File: src/rtl/alu_op_sequencer_if.sv
// Command and response handshake bundle for alu_op_sequencer.
// master: command producer / response consumer; slave: the sequencer.
interface alu_op_sequencer_if #(
    parameter int unsigned N = 8
);
    logic         cmd_valid;
    logic         cmd_ready;
    logic [N-1:0] cmd_a;
    logic [N-1:0] cmd_b;
    logic [2:0]   cmd_op;

    logic         rsp_valid;
    logic         rsp_ready;
    logic [N-1:0] rsp_result;
    logic         rsp_carry;
    logic         rsp_zero;
    logic [2:0]   rsp_op;

    modport master (
        output cmd_valid, cmd_a, cmd_b, cmd_op, rsp_ready,
        input  cmd_ready, rsp_valid, rsp_result, rsp_carry, rsp_zero, rsp_op
    );

    modport slave (
        input  cmd_valid, cmd_a, cmd_b, cmd_op, rsp_ready,
        output cmd_ready, rsp_valid, rsp_result, rsp_carry, rsp_zero, rsp_op
    );
endinterface

File: src/rtl/alu_op_sequencer.sv
// Command-side initiator for the registered ALU: buffers commands in a FIFO,
// issues one enable pulse per command, captures result/flags after ALU_LAT
// edges and returns them over a valid/ready response channel.
// Optional: define SEQ_CHECK_EN to add a reference model and the sticky
// chk_err / chk_err_op outputs.
module alu_op_sequencer #(
    parameter int unsigned N       = 8,
    parameter int unsigned DEPTH   = 4,
    parameter int unsigned ALU_LAT = 1
) (
    input  logic               clk,
    input  logic               rst,
    alu_op_sequencer_if.slave  bus,
    output logic [N-1:0]       alu_a,
    output logic [N-1:0]       alu_b,
    output logic [2:0]         alu_op,
    output logic               alu_en,
    input  logic [N-1:0]       alu_result,
    input  logic               alu_carry,
    input  logic               alu_zero,
    output logic [15:0]        done_count
`ifdef SEQ_CHECK_EN
    ,
    output logic               chk_err,
    output logic [2:0]         chk_err_op
`endif
);
    localparam int unsigned PTR_W = $clog2(DEPTH);
    localparam int unsigned CNT_W = PTR_W + 1;
    localparam int unsigned LAT_W = (ALU_LAT > 1) ? $clog2(ALU_LAT) : 1;

    typedef enum logic [1:0] {IDLE, ISSUE, WAIT, HOLD} state_t;

    typedef struct packed {
        logic [N-1:0] a;
        logic [N-1:0] b;
        logic [2:0]   op;
    } entry_t;

    state_t             state, state_d;
    entry_t             mem [DEPTH];
    entry_t             head;
    logic [PTR_W-1:0]   wr_ptr, rd_ptr;
    logic [CNT_W-1:0]   count, count_next;
    logic [LAT_W-1:0]   wait_cnt;
    logic               push_c, pop_c, capture_c, ack_c;

    assign push_c = bus.cmd_valid && bus.cmd_ready;
    assign head   = mem[rd_ptr];

    // Next occupancy; simultaneous push and pop leave it unchanged.
    always_comb begin
        count_next = count;
        if (push_c && !pop_c) begin
            count_next = count + CNT_W'(1);
        end else if (!push_c && pop_c) begin
            count_next = count - CNT_W'(1);
        end
    end

    // FIFO storage write, no reset needed on the data array.
    always_ff @(posedge clk) begin
        if (push_c) begin
            mem[wr_ptr] <= '{a: bus.cmd_a, b: bus.cmd_b, op: bus.cmd_op};
        end
    end

    // State register.
    always_ff @(posedge clk or posedge rst) begin
        if (rst) begin
            state <= IDLE;
        end else begin
            state <= state_d;
        end
    end

    // Next-state and control strobes.
    always_comb begin
        state_d   = state;
        pop_c     = 1'b0;
        capture_c = 1'b0;
        ack_c     = 1'b0;
        case (state)
            IDLE: begin
                if (count != '0) begin
                    pop_c   = 1'b1;
                    state_d = ISSUE;
                end
            end
            ISSUE: state_d = WAIT;
            WAIT: begin
                if (wait_cnt == '0) begin
                    capture_c = 1'b1;
                    state_d   = HOLD;
                end
            end
            HOLD: begin
                if (bus.rsp_ready) begin
                    ack_c   = 1'b1;
                    state_d = IDLE;
                end
            end
            default: state_d = IDLE;
        endcase
    end

    // FIFO pointers, issue registers, latency counter and response registers.
    always_ff @(posedge clk or posedge rst) begin
        if (rst) begin
            wr_ptr         <= '0;
            rd_ptr         <= '0;
            count          <= '0;
            bus.cmd_ready  <= 1'b1;
            alu_a          <= '0;
            alu_b          <= '0;
            alu_op         <= '0;
            alu_en         <= 1'b0;
            wait_cnt       <= '0;
            bus.rsp_valid  <= 1'b0;
            bus.rsp_result <= '0;
            bus.rsp_carry  <= 1'b0;
            bus.rsp_zero   <= 1'b0;
            bus.rsp_op     <= '0;
            done_count     <= '0;
        end else begin
            if (push_c) begin
                wr_ptr <= wr_ptr + PTR_W'(1);
            end
            if (pop_c) begin
                rd_ptr <= rd_ptr + PTR_W'(1);
                alu_a  <= head.a;
                alu_b  <= head.b;
                alu_op <= head.op;
            end
            count         <= count_next;
            bus.cmd_ready <= (count_next != CNT_W'(DEPTH));
            alu_en        <= (state_d == ISSUE);

            if (state == ISSUE) begin
                wait_cnt <= LAT_W'(ALU_LAT - 1);
            end else if (state == WAIT && wait_cnt != '0) begin
                wait_cnt <= wait_cnt - LAT_W'(1);
            end

            if (capture_c) begin
                bus.rsp_valid  <= 1'b1;
                bus.rsp_result <= alu_result;
                bus.rsp_carry  <= alu_carry;
                bus.rsp_zero   <= alu_zero;
                bus.rsp_op     <= alu_op;
            end else if (ack_c) begin
                bus.rsp_valid  <= 1'b0;
            end

            if (ack_c) begin
                done_count <= done_count + 16'd1;
            end
        end
    end

`ifdef SEQ_CHECK_EN
    logic [N:0] ref_q;
    logic       mismatch_c;

    // Reference {carry, result} for one opcode.
    function automatic logic [N:0] ref_alu(input logic [N-1:0] a, input logic [N-1:0] b,
                                           input logic [2:0] op);
        case (op)
            3'd0:    ref_alu = {1'b0, a} + {1'b0, b};
            3'd1:    ref_alu = {1'b0, a} - {1'b0, b};
            3'd2:    ref_alu = {1'b0, a & b};
            3'd3:    ref_alu = {1'b0, ~a};
            3'd4:    ref_alu = {1'b0, a | b};
            3'd5:    ref_alu = {1'b0, a ^ b};
            3'd6:    ref_alu = {a, 1'b0};
            default: ref_alu = {a[0], 1'b0, a[N-1:1]};
        endcase
    endfunction

    assign mismatch_c = ({alu_carry, alu_result} != ref_q) ||
                        (alu_zero != (ref_q[N-1:0] == '0));

    // Model registered on the issued operands; sticky flag on first mismatch.
    always_ff @(posedge clk or posedge rst) begin
        if (rst) begin
            ref_q      <= '0;
            chk_err    <= 1'b0;
            chk_err_op <= '0;
        end else begin
            if (state == ISSUE) begin
                ref_q <= ref_alu(alu_a, alu_b, alu_op);
            end
            if (capture_c && mismatch_c && !chk_err) begin
                chk_err    <= 1'b1;
                chk_err_op <= alu_op;
            end
        end
    end
`endif
endmodule

File: src/flat_wrapper.sv
// flat-port wrapper written by rule: the top's interface ports become plain ports
module alu_op_sequencer_flat 
#(
    parameter int unsigned N       = 8,
    parameter int unsigned DEPTH   = 4,
    parameter int unsigned ALU_LAT = 1
)
  (clk, rst, alu_a, alu_b, alu_op, alu_en, alu_result, alu_carry, alu_zero, done_count, bus_cmd_valid, bus_cmd_a, bus_cmd_b, bus_cmd_op, bus_rsp_ready, bus_cmd_ready, bus_rsp_valid, bus_rsp_result, bus_rsp_carry, bus_rsp_zero, bus_rsp_op);
  alu_op_sequencer_if #(.N(N)) bus_i ();
  input  logic clk;
  input  logic rst;
  output logic [N-1:0] alu_a;
  output logic [N-1:0] alu_b;
  output logic [2:0] alu_op;
  output logic alu_en;
  input  logic [N-1:0] alu_result;
  input  logic alu_carry;
  input  logic alu_zero;
  output logic [15:0] done_count;
  input wire logic [$bits(bus_i.cmd_valid)-1:0] bus_cmd_valid;
  input wire logic [$bits(bus_i.cmd_a)-1:0] bus_cmd_a;
  input wire logic [$bits(bus_i.cmd_b)-1:0] bus_cmd_b;
  input wire logic [$bits(bus_i.cmd_op)-1:0] bus_cmd_op;
  input wire logic [$bits(bus_i.rsp_ready)-1:0] bus_rsp_ready;
  output wire logic [$bits(bus_i.cmd_ready)-1:0] bus_cmd_ready;
  output wire logic [$bits(bus_i.rsp_valid)-1:0] bus_rsp_valid;
  output wire logic [$bits(bus_i.rsp_result)-1:0] bus_rsp_result;
  output wire logic [$bits(bus_i.rsp_carry)-1:0] bus_rsp_carry;
  output wire logic [$bits(bus_i.rsp_zero)-1:0] bus_rsp_zero;
  output wire logic [$bits(bus_i.rsp_op)-1:0] bus_rsp_op;
  assign bus_i.cmd_valid = bus_cmd_valid;
  assign bus_i.cmd_a = bus_cmd_a;
  assign bus_i.cmd_b = bus_cmd_b;
  assign bus_i.cmd_op = bus_cmd_op;
  assign bus_i.rsp_ready = bus_rsp_ready;
  assign bus_cmd_ready = bus_i.cmd_ready;
  assign bus_rsp_valid = bus_i.rsp_valid;
  assign bus_rsp_result = bus_i.rsp_result;
  assign bus_rsp_carry = bus_i.rsp_carry;
  assign bus_rsp_zero = bus_i.rsp_zero;
  assign bus_rsp_op = bus_i.rsp_op;
  alu_op_sequencer #(.N(N), .DEPTH(DEPTH), .ALU_LAT(ALU_LAT)) u_core (.clk(clk), .rst(rst), .bus(bus_i), .alu_a(alu_a), .alu_b(alu_b), .alu_op(alu_op), .alu_en(alu_en), .alu_result(alu_result), .alu_carry(alu_carry), .alu_zero(alu_zero), .done_count(done_count));
endmodule
File: config.mk
export PLATFORM = sky130hd
export DESIGN_NAME = alu_op_sequencer_flat
export DESIGN_NICKNAME = d
export VERILOG_FILES = /design/src/rtl/alu_op_sequencer_if.sv /design/src/rtl/alu_op_sequencer.sv /design/src/flat_wrapper.sv
export SDC_FILE = /design/constraint.sdc
export NUM_CORES = 1
export LEC_CHECK = 0
export ABC_AREA = 1
export BUFFER_PORTS_ARGS = -buffer_cell sky130_fd_sc_hd__buf_2
export CELL_PAD_IN_SITES_DETAIL_PLACEMENT = 1
export CELL_PAD_IN_SITES_GLOBAL_PLACEMENT = 1
export CORE_UTILIZATION = 35
export CTS_CLUSTER_DIAMETER = 80
export DETAILED_ROUTE_END_ITERATION = 16
export MAX_ROUTING_LAYER = met4
export PLACE_DENSITY_LB_ADDON = 0.1
export SLEW_MARGIN = 30
export SYNTH_ARGS = -nofsm -noshare
export SYNTH_HDL_FRONTEND = slang
export SYNTH_SLANG_ARGS = --single-unit
export TNS_END_PERCENT = 1
File: constraint.sdc
create_clock -name clk -period 5.5 [get_ports clk]
set_input_delay 0 -clock clk [delete_from_list [all_inputs] [get_ports clk]]
set_output_delay 0 -clock clk [all_outputs]
set_load 0.005 [all_outputs]
==> results of run 1 <==
==> worst max-delay path, delay by kind of cell (launching register included) <==
| kind | cells | cell delay [ns] |
|---|---|---|
| DFF | 1 | 0.88 |
| buffers and inverters | 1 | 0.86 |
| AOI/OAI and AO/OA | 2 | 0.33 |
| and+or+nand+nor | 1 | 0.29 |
==> cell usage after synthesis, types with 6 or more instances <==
cell type,count
dfrtp_1,60
ha_1,8
a31oi_1,16
buf_2,9
inv_1,25
nand3_1,8
xor2_1,10
clkbuf_1,6
nand2_1,52
nor2_1,106
edfxtp_1,76
o21ai_0,47
xnor2_1,7
mux2_2,8
==> state kept, by name (all words and copies together), names as in the netlist <==
signal,count
u_core.mem,76
u_core.done_count,16
u_core.alu_a,8
u_core.alu_b,8
u_core.bus.rsp_result,8
u_core.alu_op,3
u_core.bus.rsp_op,3
u_core.count,3
u_core.rd_ptr,2
u_core.state,2
u_core.wr_ptr,2
u_core.alu_en,1
u_core.bus.cmd_ready,1
u_core.bus.rsp_carry,1
u_core.bus.rsp_valid,1
u_core.bus.rsp_zero,1
u_core.wait_cnt,1
==> path summary, 6_finish.rpt <==
check                                startpoint              endpoint  cells past startpoint
setup / recovery               u_core.rd_ptr[1]       u_core.alu_b[2]                      4
hold / removal                    bus_cmd_valid      u_core.wr_ptr[0]                      3
setup reg to reg               u_core.rd_ptr[1]       u_core.alu_b[2]                      4
hold reg to reg            u_core.bus.rsp_valid  u_core.bus.rsp_valid                      2
max in group asynchronous                   rst       u_core.alu_a[5]                      4
min in group asynchronous                   rst  u_core.bus.rsp_valid                      3
==> area by class of cell <==
| type | count | area, µm² | area share [%] |
|---|---|---|---|
| flip-flops and latches | 137 | 3810 | 54.3 |
| multi-input cells | 281 | 1500 | 21.3 |
| repair buffers | 120 | 771 | 11.0 |
| clock buffers | 22 | 444 | 6.33 |
| well taps | 211 | 264 | 3.76 |
| clock inverters | 10 | 126 | 1.80 |
| inverters | 28 | 105 | 1.50 |
==> power breakdown <==
part,switching [µW],total (µW),leakage [µW],internal (µW)
registers,170,1570,0.00144,1400
clock network,409,1110,0.000271,705
logic,646,1070,0.00124,422
==> logic make-up after synthesis <==
| kind of cell | synth area share (%) |
|---|---|
| adder cells (fa/ha/maj) | 1.83 |
| AO/OA/AOI/OAI | 6.47 |
| buffers and inverters | 3.36 |
| AND/OR/NAND/NOR | 13.9 |
| flip-flops | 69.6 |
| multiplexers | 2.19 |
| XOR/XNOR | 2.72 |
==> layer usage <==
metal	vias up	GRT usage, %	wire length, µm	share of wire (%)
met3	14	5.15	541	4.4
met2	87	29.2	6110	50
li1	1804	-	-	-
met4	0	6.09	176	1.4
met1	1822	20.0	5500	45
met5	-	-	0	0
==> layout by cell type (no fill, tap or decap), drive strengths merged <==
cell type	netlist	layout
nor3	1	1
clkinvlp	0	2
nand3b	3	3
inv	27	27
o22ai	3	3
bufinv	0	3
edfxtp	76	76
nand3	9	9
dfstp	1	1
buf	10	89
xnor2	7	7
nor2	110	110
ha	8	8
clkinv	1	6
mux2	10	10
dfrtp	60	60
xor2	10	10
nand4	3	3
nand2	54	54
clkbuf	6	22
dlygate4sd3	0	31
o21ai	47	47
a31oi	16	16
==> per-stage QoR <==
| stage | std cells | hold slack [ns] | utilization, % | setup WS (ns) | area [µm²] |
|---|---|---|---|---|---|
| after global placement | 746 | 0.143 | 40.2 | 3.07 | 6130 |
| after global routing | 809 | 0.157 | 46.0 | 2.76 | 7020 |
| after CTS | 809 | 0.124 | 46.0 | 2.97 | 7020 |
| final | 809 | 0.135 | 46.0 | 3.05 | 7020 |
| after detailed placement | 746 | 0.159 | 40.2 | 2.99 | 6140 |
| after floorplan | 462 | 0.0989 | - | 3.61 | 5480 |
==> impl_metrics.yaml, run 1 <==
layout:
  antenna_cells: 0
  post_route_cells_drive_above_1_share_pct: 23.1
  fillers: 1621
  area_delta_synth_final_pct: 28.1
  nets: 626
critical_path:
  crit_arrival_ns: 2.79
  worst-path-max-fanout: 21
  critPathSlowestCell: "dfrtp_1"
  cpPeakStageDelay_ns: 0.88
  worst_setup_path_end_kind: "flip-flop"
  cp.required_ns: 5.83
  worstPathCellList: "clkinv_1 > nor2_1 > o21ai_0 > a31oi_1"
  cp-start-kind: "flip-flop"
  path_class: "reg -> reg"
  r2r_setup_slack_ns: 3.05
clocking:
  htree_levels: 4
  cts_tree: "yes"
  cts-root-buf: "clkbuf_16"
  hold_buffers: 31
  numClockSinks: 137
  clk_pin_slew_ns: 0.06
  cts_buffers: 17
  clockBufferDepth: 2
  clk_latency_ns: 0.42
  postCtsSetupBuffers: 0
  cts.repair.resized: 0
run_status:
  outcome: "finished, final reports clean"
placed_design:
  gp_congestion: 0.739
  numPortBuffers: 83
  hpwl_um: 7430
sta:
  timing.final.crit_share_pct: 44.6
  setup_viol: 0
  clock_skew_ns: 0.00920
  slew_headroom_pct: 44.9
  hold_viol: 0
  tightest_slew_ns: 0.827
  drv_slew: 0
  min_period_ns: 2.45
  rsz0062_at_grt: "no"
  fin_setup_tns_ns: 0
  clock.fmax_mhz: 407
grt:
  gr-total-overflow: 0
  grt_pass1_wl_um: 20300
  antenna_found_initial: 0
  grt_pass1_vias: 3946
  grt_max_degree: 41
  grt_usage_pct: 17.4
synthesis:
  syn_area_um2: 5480
  synthDistinctLibCells: 27
  yosysSeqAreaShare_pct: 69.6
  synth_top_area_share_pct: 41.7
  ys_ff_latch: 137
  synth_cells: 462
  ys.flop_type: "edfxtp_1"
  yosys.area.top_type: "edfxtp_1"
  yosysWarnings: 0
  synth_nets: 503
  avgSynthCellArea_um2: 11.9
  postSynth.asyncResetShare_pct: 44.5
  synth-edff-count: 76
  ys_top_cells_by_area: "edfxtp_1 42%, dfrtp_1 27%, nor2_1 7.3%"
die:
  rows: 45
  die_w_um: 127
  core_area_um2: 15300
  ios: 84
  initial_core_util_pct: 35.9
  die_area_um2: 16200
  die_h_um: 127
power:
  power.leakage_uw: 0.00295
  p_per_area_nw_per_um2: 534
  finalPower_uw: 3750
  max-vdd-ir-drop_mv: 0.282
routing:
  vias_per_cell: 4.61
  wl_um: 12300
  ant_nets: 0
  drc_errors: 0
  first_iter_violations: 148
  dr.pass1.iters: 4
  wl_per_cell_um: 15.2
  num_vias: 3727
flow_run:
  maxCapViolCount: 0
worst_hold_path:
  min_path_type: "in -> reg"
Power figures use the tool's default switching activity.
==> run 2, diff against run 1 <==
--- a/config.mk
+++ b/config.mk
@@ -5,7 +5,7 @@
 export SDC_FILE = /design/constraint.sdc
 export NUM_CORES = 1
 export LEC_CHECK = 0
-export ABC_AREA = 1
+export ABC_AREA = 0
 export BUFFER_PORTS_ARGS = -buffer_cell sky130_fd_sc_hd__buf_2
 export CELL_PAD_IN_SITES_DETAIL_PLACEMENT = 1
 export CELL_PAD_IN_SITES_GLOBAL_PLACEMENT = 1
==> constraint.sdc (replaced) <==
create_clock -name clk -period 2.5 [get_ports clk]
set_input_delay 0 -clock clk [delete_from_list [all_inputs] [get_ports clk]]
set_output_delay 0 -clock clk [all_outputs]
set_load 0.005 [all_outputs]
==> impl_metrics.yaml, run 2 <==
run_status:
  outcome: "finished, final reports clean"
routing:
  wl_per_cell_um: 16.6
  ant_nets: 0
  first_iter_violations: 162
  vias_per_cell: 4.77
  dr.pass1.iters: 4
  num_vias: 3188
  wl_um: 11100
  drc_errors: 0
sta:
  hold_viol: 0
  tightest_slew_ns: 0.612
  clock.fmax_mhz: 547
  min_period_ns: 1.83
  timing.final.crit_share_pct: 73.1
  slew_headroom_pct: 59.2
  holdWs_ns: 0.0796
  fin_setup_tns_ns: 0
  rsz0062_at_grt: "no"
  setup_viol: 0
  clock_skew_ns: 0.00546
  drv_slew: 0
die:
  core_area_um2: 14800
  die_w_um: 126
  initial_core_util_pct: 36.3
  die_h_um: 126
  rows: 44
  ios: 84
  die_area_um2: 15800
layout:
  antenna_cells: 0
  largest_reg_flops: 76
  post_route_cells_drive_above_1_share_pct: 34.6
  seqCellArea_um2: 3810
  final_cell_area_um2: 6980
  nets: 513
  final_util_pct: 47.3
  fillers: 1469
  top_regs: "u_core.mem x76, u_core.done_count x16"
  top_register: "u_core.mem"
  layout_common_cells: "83 x buf_2, 76 x edfxtp_1, 69 x nand2_1, 60 x dfrtp_1, 31 x dlygate4sd3_1"
  area_delta_synth_final_pct: 30.2
  multi_input_area_um2: 1460
  layout_commonest_cell: "buf_2"
clocking:
  cts-root-buf: "clkbuf_16"
  postCtsSetupBuffers: 0
  htree_levels: 4
  clk_pin_slew_ns: 0.06
  clk_latency_ns: 0.42
  cts_buffers: 17
  cts_tree: "yes"
  clockBufferDepth: 2
  numClockSinks: 137
power:
  p_per_area_nw_per_um2: 1140
  swShare_pct: 29.7
  internal-power_uw: 5610
  p_seq_share_pct: 42.2
  power.leakage_uw: 0.00298
  switching_power_uw: 2370
  finalPower_uw: 7980
  combPwrFrac_pct: 27.2
  clock_power_share_pct: 30.7
  max-vdd-ir-drop_mv: 0.513
critical_path:
  crit_arrival_ns: 2.15
  cp.required_ns: 2.82
  path_class: "reg -> reg"
  worst_setup_path_end_kind: "flip-flop"
  cp-start-kind: "flip-flop"
  worst-path-max-fanout: 9
  r2r_cells: 8
synthesis:
  yosys-top-cells-count: "76 x edfxtp_1, 69 x nand2_1, 60 x dfrtp_1"
  synth_nets: 378
  synth_cells: 337
  yosys.area.top_type: "edfxtp_1"
  syn_area_um2: 5360
  avgSynthCellArea_um2: 15.9
  ys_ff_latch: 137
  yosysSeqAreaShare_pct: 71.1
  yosysWarnings: 0
  ys.flop_type: "edfxtp_1"
  synthDistinctLibCells: 36
  synth_top_area_share_pct: 42.6
  yosysMostFrequentCell: "edfxtp_1"
  ys_top_cells_by_area: "edfxtp_1 43%, dfrtp_1 28%, mux4_2 8.0%"
  synth-edff-count: 76
  postSynth.asyncResetShare_pct: 44.5
worst_hold_path:
  min_path_type: "in -> reg"
  min_delay_path_depth: 3
grt:
  grt_pass1_wl_um: 18200
  antenna_found_initial: 0
  grt_pass1_vias: 3485
  grt_usage_pct: 16.1
  grt_max_degree: 37
  gr-total-overflow: 0
placed_design:
  gp_congestion: 0.734
  hpwl_um: 7100
  numPortBuffers: 83
  dpl-instance-area_um2: 6100
flow_run:
  maxCapViolCount: 0
## run 2: changes by cell type in the layout (fill, tap and decap cells not counted), sizes merged, moves of 6 or more
cell   change
a31oi     -16
mux4      +19
buf        +6
inv       -14
nor2     -101
nand2     +15
o21ai     -45
## run 2: metrics by stage
stage,setup slack (ns),instances
2_1_floorplan,0.969,337
3_3_place_gp,0.755,606
5_1_grt,0.463,669
3_5_place_dp,0.674,606
6_report,0.671,669
4_1_cts,0.645,669
## run 2: per-layer routing
| layer | vias up | track usage [%] | part of all wire [%] |
|---|---|---|---|
| met4 | 0 | 6.17 | 1.4 |
| li1 | 1486 | - | - |
| met2 | 68 | 26.0 | 50 |
| met3 | 12 | 4.59 | 3.8 |
| met1 | 1622 | 19.1 | 45 |
| met5 | - | - | 0 |
## run 2: area by class of cell
cell class                      instances  share of cell area [%]
Multi-Input combinational cell        180                    20.9
Clock buffer                           18                    6.15
Clock inverter                         14                    2.11
Timing Repair Buffer                  126                    12.4
Sequential cell                       137                    54.6
Inverter                               10                   0.538
Tap cell                              184                    3.30
## run 2: logic make-up after synthesis
group           count (synthesis)  synth area share (%)
mux                            33                  10.9
fa+ha+maj                       8                  1.87
compound gates                 11                  1.28
xor+xnor                       19                  3.10
simple gates                  109                  10.1
buf+inv                        20                  1.66
flops                         137                  71.1
## run 2: final timing paths
kind                       slack, ns                   from               endpoint
setup / recovery                0.67        u_core.count[0]        u_core.count[1]
hold / removal                  0.08          bus_cmd_valid       u_core.wr_ptr[0]
setup reg to reg                0.67        u_core.count[0]        u_core.count[1]
hold reg to reg                 0.47  u_core.done_count[15]  u_core.done_count[15]
max in group asynchronous       1.69                    rst   u_core.bus.rsp_op[2]
min in group asynchronous       0.20                    rst   u_core.done_count[3]
## run 2: critical path, stage by stage (launching register included)
cell      delay, ns
dfrtp_1        0.42
inv_1          0.10
ha_1           0.20
nand2b_1       0.15
nand2_1        0.09
inv_1          0.27
buf_4          0.23
a21oi_1        0.07
o31ai_1        0.20
## run 2: power by group through the flow
| stage | Sequential, µW | Clock (µW) | Combinational, µW |
|---|---|---|---|
| after floorplan | 3350 | 0 | 1370 |
| after global placement | 3390 | 0 | 2160 |
| after detailed placement | 3420 | 0 | 2200 |
| after CTS | 3380 | 2510 | 2250 |
| after global routing | 3450 | 2590 | 2430 |
| final | 3370 | 2450 | 2170 |
## run 2: repair_timing
| item | in CTS | in global routing |
|---|---|---|
| gates resized for setup | 0 | 0 |
| hold endpoints to repair | 114 | 0 |
| hold buffers | 31 | 0 |
